## src/rtl/acc_cpu_pkg.sv

```systemverilog
// Shared definitions for the accumulator CPU core.
// Opcodes, FSM state encoding and instruction-word field helpers.
package acc_cpu_pkg;

  localparam int OPC_W = 3;

  localparam logic [OPC_W-1:0] OP_HLT = 3'd0;
  localparam logic [OPC_W-1:0] OP_SKZ = 3'd1;
  localparam logic [OPC_W-1:0] OP_ADD = 3'd2;
  localparam logic [OPC_W-1:0] OP_AND = 3'd3;
  localparam logic [OPC_W-1:0] OP_XOR = 3'd4;
  localparam logic [OPC_W-1:0] OP_LDA = 3'd5;
  localparam logic [OPC_W-1:0] OP_STO = 3'd6;
  localparam logic [OPC_W-1:0] OP_JMP = 3'd7;

  typedef enum logic [2:0] {
    S_FETCH_HI = 3'd0,
    S_FETCH_LO = 3'd1,
    S_EXEC     = 3'd2,
    S_OPRD     = 3'd3,
    S_OPWR     = 3'd4,
    S_HALTED   = 3'd5
  } state_t;

  // Opcode sits in the top three bits of the iw-bit instruction word.
  function automatic logic [OPC_W-1:0] ir_opcode(
    input logic [63:0] word,
    input int          iw
  );
    return OPC_W'(word >> (iw - OPC_W));
  endfunction

endpackage

```

## src/rtl/acc_cpu_alu.sv

```systemverilog
// Accumulator ALU: ADD/AND/XOR combine with acc, LDA passes data.
// Purely combinational; other opcodes return acc unchanged.
module acc_cpu_alu
  import acc_cpu_pkg::*;
#(
  parameter int DATA_W = 8
) (
  input  logic [OPC_W-1:0]  opcode,
  input  logic [DATA_W-1:0] acc,
  input  logic [DATA_W-1:0] data,
  output logic [DATA_W-1:0] result
);

  always_comb begin
    result = acc;
    unique case (1'b1)
      (opcode == OP_ADD): result = acc + data;
      (opcode == OP_AND): result = acc & data;
      (opcode == OP_XOR): result = acc ^ data;
      (opcode == OP_LDA): result = data;
      default:            result = acc;
    endcase
  end

endmodule

```

## src/rtl/acc_cpu_core.sv

```systemverilog
// Multicycle accumulator CPU: two-beat fetch, exec, operand access.
// Memory handshake via mem_ready; HALTED is left through resume.
module acc_cpu_core
  import acc_cpu_pkg::*;
#(
  parameter int                 DATA_W   = 8,
  parameter int                 ADDR_W   = 13,
  parameter logic [ADDR_W-1:0] RESET_PC = '0
) (
  input  logic              clk,
  input  logic              reset,
  output logic              mem_rd,
  output logic              mem_wr,
  output logic [ADDR_W-1:0] mem_addr,
  output logic [DATA_W-1:0] mem_wdata,
  input  logic [DATA_W-1:0] mem_rdata,
  input  logic              mem_ready,
  input  logic              resume,
  output logic              halt,
  output logic [DATA_W-1:0] acc_out,
  output logic [ADDR_W-1:0] pc_out
);

  localparam int IW = 2 * DATA_W;

  if (ADDR_W != IW - OPC_W) begin : g_width_chk
    $fatal(1, "acc_cpu_core: ADDR_W must equal 2*DATA_W-3");
  end

  state_t state, state_n;

  logic [ADDR_W-1:0] pc, pc_n;
  logic [DATA_W-1:0] acc, acc_n;
  logic [DATA_W-1:0] ir_hi, ir_hi_n;
  logic [DATA_W-1:0] ir_lo, ir_lo_n;

  logic [IW-1:0]     ir;
  logic [OPC_W-1:0]  op;
  logic [ADDR_W-1:0] ir_addr;
  logic [DATA_W-1:0] alu_res;
  logic              acc_zero;

  logic              rd_req;
  logic              wr_req;
  logic [ADDR_W-1:0] addr_sel;

  assign ir       = {ir_hi, ir_lo};
  assign op       = ir_opcode(64'(ir), IW);
  assign ir_addr  = ADDR_W'(ir);
  assign acc_zero = (acc == '0);

  acc_cpu_alu #(
    .DATA_W (DATA_W)
  ) u_alu (
    .opcode (op),
    .acc    (acc),
    .data   (mem_rdata),
    .result (alu_res)
  );

  always_comb begin
    state_n  = state;
    pc_n     = pc;
    acc_n    = acc;
    ir_hi_n  = ir_hi;
    ir_lo_n  = ir_lo;
    rd_req   = 1'b0;
    wr_req   = 1'b0;
    addr_sel = pc;
    unique case (state)
      S_FETCH_HI: begin
        rd_req = 1'b1;
        if (mem_ready) begin
          ir_hi_n = mem_rdata;
          pc_n    = pc + ADDR_W'(1);
          state_n = S_FETCH_LO;
        end
      end
      S_FETCH_LO: begin
        rd_req = 1'b1;
        if (mem_ready) begin
          ir_lo_n = mem_rdata;
          pc_n    = pc + ADDR_W'(1);
          state_n = S_EXEC;
        end
      end
      S_EXEC: begin
        state_n = S_FETCH_HI;
        unique case (1'b1)
          (op == OP_HLT): state_n = S_HALTED;
          (op == OP_SKZ): begin
            if (acc_zero) pc_n = pc + ADDR_W'(2);
          end
          (op == OP_JMP): pc_n = ir_addr;
          (op == OP_STO): state_n = S_OPWR;
          default:        state_n = S_OPRD;
        endcase
      end
      S_OPRD: begin
        rd_req   = 1'b1;
        addr_sel = ir_addr;
        if (mem_ready) begin
          acc_n   = alu_res;
          state_n = S_FETCH_HI;
        end
      end
      S_OPWR: begin
        wr_req   = 1'b1;
        addr_sel = ir_addr;
        if (mem_ready) state_n = S_FETCH_HI;
      end
      S_HALTED: begin
        if (resume) state_n = S_FETCH_HI;
      end
      default: state_n = S_FETCH_HI;
    endcase
  end

  always_ff @(posedge clk or negedge reset) begin
    if (!reset) begin
      state <= S_FETCH_HI;
      pc    <= RESET_PC;
      acc   <= '0;
      ir_hi <= '0;
      ir_lo <= '0;
    end else begin
      state <= state_n;
      pc    <= pc_n;
      acc   <= acc_n;
      ir_hi <= ir_hi_n;
      ir_lo <= ir_lo_n;
    end
  end

  // Gate with reset so requests drop at once on async assertion.
  assign mem_rd    = rd_req & reset;
  assign mem_wr    = wr_req & reset;
  assign halt      = (state == S_HALTED) & reset;
  assign mem_addr  = addr_sel;
  assign mem_wdata = acc;
  assign acc_out   = acc;
  assign pc_out    = pc;

endmodule
```

## config.mk

```make
export PLATFORM = sky130hd
export DESIGN_NAME = acc_cpu_core
export DESIGN_NICKNAME = d
export VERILOG_FILES = /design/src/rtl/acc_cpu_pkg.sv /design/src/rtl/acc_cpu_alu.sv /design/src/rtl/acc_cpu_core.sv
export SDC_FILE = /design/constraint.sdc
export NUM_CORES = 1
export LEC_CHECK = 0
export ABC_AREA = 1
export CORE_MARGIN = 2
export CORE_UTILIZATION = 53
export CTS_BUF_LIST = sky130_fd_sc_hd__clkbuf_8 sky130_fd_sc_hd__clkbuf_16
export DETAILED_ROUTE_END_ITERATION = 10
export PLACE_DENSITY = 0.81
export RECOVER_POWER = 100
export SETUP_SLACK_MARGIN = 0.05
export SYNTH_ARGS = -nofsm -noshare
export SYNTH_HDL_FRONTEND = slang
export SYNTH_SLANG_ARGS = --single-unit
```

## constraint.sdc

```tcl
create_clock -name clk -period 2.2 [get_ports clk]
set_clock_uncertainty 0.2 [all_clocks]
set_input_delay 0.33 -clock clk [delete_from_list [all_inputs] [get_ports clk]]
set_output_delay 0.33 -clock clk [all_outputs]
set_load 0.1 [all_outputs]
```

==> results.md <==
* Max Root-Sink Buffers at 2
* Status: finished with violations
* Vias in the first global route at 3400
* CTS H-tree depth at 2
* Grt ovf at 0
* Fmax at between 0.4 and 0.5 GHz
* DP Cell Count at roughly 610
* Area Growth Syn to Fin at 39.1%
* Slew Viols, Final at 0
* Hold WC Path Type: reg2reg
* Ant diodes at 0
* Clock sinks at 40
* Required time worst endpoint at between 1.5 and 2 ns
* Storage element area at approximately 1000 um^2
* Initial antenna violation count at 0
* Nets at between 500 and 600
* Met3 Usage GRT at 0.0444
* TritonCTS clock tree: built
* Grt met2 use at 0.547
* Unrepaired setup endpoints after global routing: true
* First-pass GRT wire length at 15.3 mm
* Max-Cap Viols at 0
* Final ANT Viol Nets at 0
* Skew-Pair Late Insertion Delay at ~0.30 ns
* Chip Width at between 80 and 90 um
* Yosys reg bits at 40
* CP startpoint kind: register
* Routability cong. at ~0.95
* PnR worst setup slack at -0.0454 ns
* Vias per inst at about 5.6
* Core Region at approximately 6000 um^2
* Failing checks: negative setup slack
* Cells after Synth at between 400 and 500
* Slew headroom at 0.309
* Layout cells sized above 1 at 0.268
* Wire per inst at approximately 15 um
* All-Layer GR Usage at 0.299
* Maximum fanout along the worst path at 10
* Final setup vio count at 13
* # rows at 28
* Routed vias at about 3500
* Final hold slack at a little under 0.3 ns
* Worst-path clk slew at approximately 0.080 ns
* Die height at approximately 80 um
* Crit end category: output pin
* Die area at around 6600 um^2
* Synth cell types at 38
* Grt peak-use layer: met2
* Crit path arrival time at ~1.7 ns
* Grt met1 use at 0.347
* Yosys warns at 0
* Fin crit share at 1.02
* Dpl ws at -0.0937 ns
* CTS buffer count at 5
* Post-synthesis sequential area ratio at 0.317
* Post-DP HPWL at between 6 and 7 mm
* DRC at 0
* DR iter-0 viols at about 230
* Post-Syn Area per Cell at approximately 6.6 um^2
* Post-synthesis cell area at roughly 3200 um^2
* Synth Net Count at roughly 500
* Final Hold Fails at 0
* Routed WL at between 9 and 10 mm
* Final worst path period need at 2.25 ns
* Critical path type: reg2out
* Fill cell count at between 400 and 500
* Multi-input gate area at around 2000 um^2
* IO Count at 57
* Port-buffer cells at 56
* Finished Layout Cells at 632
* CTS root buffer: clkbuf_8
* Worst Tran Pin Value at 1.04 ns
* Largest net degree at the start of global routing at 41
* Pre-antenna DRT Iters at 5
* Initial core utilization at 0.539
[cell usage in the layout (no fill, tap or decap), types with 2 or more instances in the layout]
master and count:
clkinvlp_4 3, inv_4 3, o21ai_4 16, nor2_2 6, buf_4 51, nand2_2 8
dfrtp_1 21, buf_12 18, xnor2_1 2, nor3_1 3, nor2_1 44, ha_1 10
dfrtp_2 19, nand2_1 147, a31oi_1 2, xor2_1 8, o21ai_0 41, nand3_4 2
o211ai_1 3, nand3_1 35, inv_1 52, clkdlybuf4s50_1 10, buf_6 2, clkbuf_1 2
a21oi_1 12, nand4_1 4, nand3_2 2, o21ai_2 4, clkbuf_8 5, o22ai_1 3
inv_2 3
[critical path, cell delays in order (launching register included)]
cell and delay [ns]:
dfrtp_2 0.41, inv_2 0.06, o21ai_4 0.19, o21ai_4 0.09, buf_12 0.15, buf_12 0.15, o21ai_4 0.16, buf_12 0.19
[repair_timing]
item / in CTS / in global routing
hold endpoints to repair: 40 / 0
cloned: 1 / 0
gates resized for setup: 10 / 21
setup endpoints to repair: 13 / 14
pin swaps: 1 / 4
setup buffers: 9 / 4
hold buffers: 1 / 0
[registers in the layout, summed over array words and instances, names as in the netlist]
register,cells
ir_lo,8
pc_out,13
state,3
ir_hi,8
acc_out,8
[layout make-up]
type	count	area share
Clock inverter	3	0.00970
Clock buffer	5	0.0157
Timing Repair inverter	1	0.00171
Sequential cell	40	0.234
Timing Repair Buffer	85	0.203
Inverter	60	0.0550
Multi-Input combinational cell	363	0.460
Tap cell	75	0.0214
[path summary, 6_finish.rpt]
kind / start / endpoint / slack (ns) / depth (start not counted)
min reg2reg: ir_hi[4] / ir_hi[4] / 0.29 / 2
max reg2reg: state[2] / pc_out[3] / 0.16 / 10
min: ir_hi[4] / ir_hi[4] / 0.29 / 2
max in group asynchronous: reset / pc_out[8] / 0.44 / 3
min in group asynchronous: reset / pc_out[3] / 0.65 / 3
max: state[1] / mem_addr[10] / -0.05 / 7
[logic make-up after synthesis]
kind of cell | after synthesis | synth area share
and+or+nand+nor | 256 | 0.338
xor gates and xnor gates | 10 | 0.0278
AOI/OAI and AO/OA | 86 | 0.156
buffers and inverters | 78 | 0.115
adders and majority gates | 11 | 0.0460
DFF | 40 | 0.317
[stage by stage]
| stage | TNS, ns | area [um^2] | util |
|---|---|---|---|
| final | -0.417 | 4390 | 0.750 |
| after detailed placement | -0.146 | 4060 | 0.694 |
| after global placement | -0.0530 | 4060 | 0.694 |
| after floorplan | -0.133 | 3340 | - |
| after global routing | -0.933 | 4390 | 0.750 |
| after CTS | -0.0975 | 4280 | 0.732 |
[cells in the mapped netlist]
cell | instances | area [um^2]
nand2_1 | 155 | 582
inv_1 | 55 | 206
o21ai_0 | 54 | 270
nor2_1 | 48 | 180
dfrtp_1 | 40 | 1000
nand3_1 | 36 | 180
a21oi_1 | 12 | 60.1
ha_1 | 10 | 125
buf_4 | 9 | 67.6
xor2_1 | 8 | 70.1
o21ai_2 | 6 | 52.6
nand4_1 | 4 | 25.0
nor3_1 | 4 | 20.0
buf_2 | 3 | 15.0
inv_2 | 3 | 11.3
o211ai_1 | 3 | 22.5
o22ai_1 | 3 | 18.8
a31oi_1 | 2 | 12.5
buf_6 | 2 | 22.5
clkbuf_1 | 2 | 7.51
inv_4 | 2 | 12.5
nand3_2 | 2 | 20.0
nor2_2 | 2 | 12.5
xnor2_1 | 2 | 17.5
a211oi_1 | 1 | 7.51
a21boi_1 | 1 | 7.51
a41oi_1 | 1 | 8.76
buf_1 | 1 | 3.75
buf_8 | 1 | 15.0
fa_1 | 1 | 20.0
nand2_2 | 1 | 6.26
nand3_4 | 1 | 17.5
nand3b_1 | 1 | 7.51
nor3b_1 | 1 | 7.51
nor4_1 | 1 | 6.26
o2111ai_1 | 1 | 8.76
o21ai_4 | 1 | 16.3
o21bai_1 | 1 | 7.51
[routing by layer]
metal  vias to the layer above  share of wire
met2                       151           0.52
met3                        37          0.059
li1                       1705              -
met1                      1654           0.39
met5                         -              0
met4                         0          0.034
Power is not shown: default switching activity piles up to over one toggle a cycle in this logic, so the estimate is an artifact.
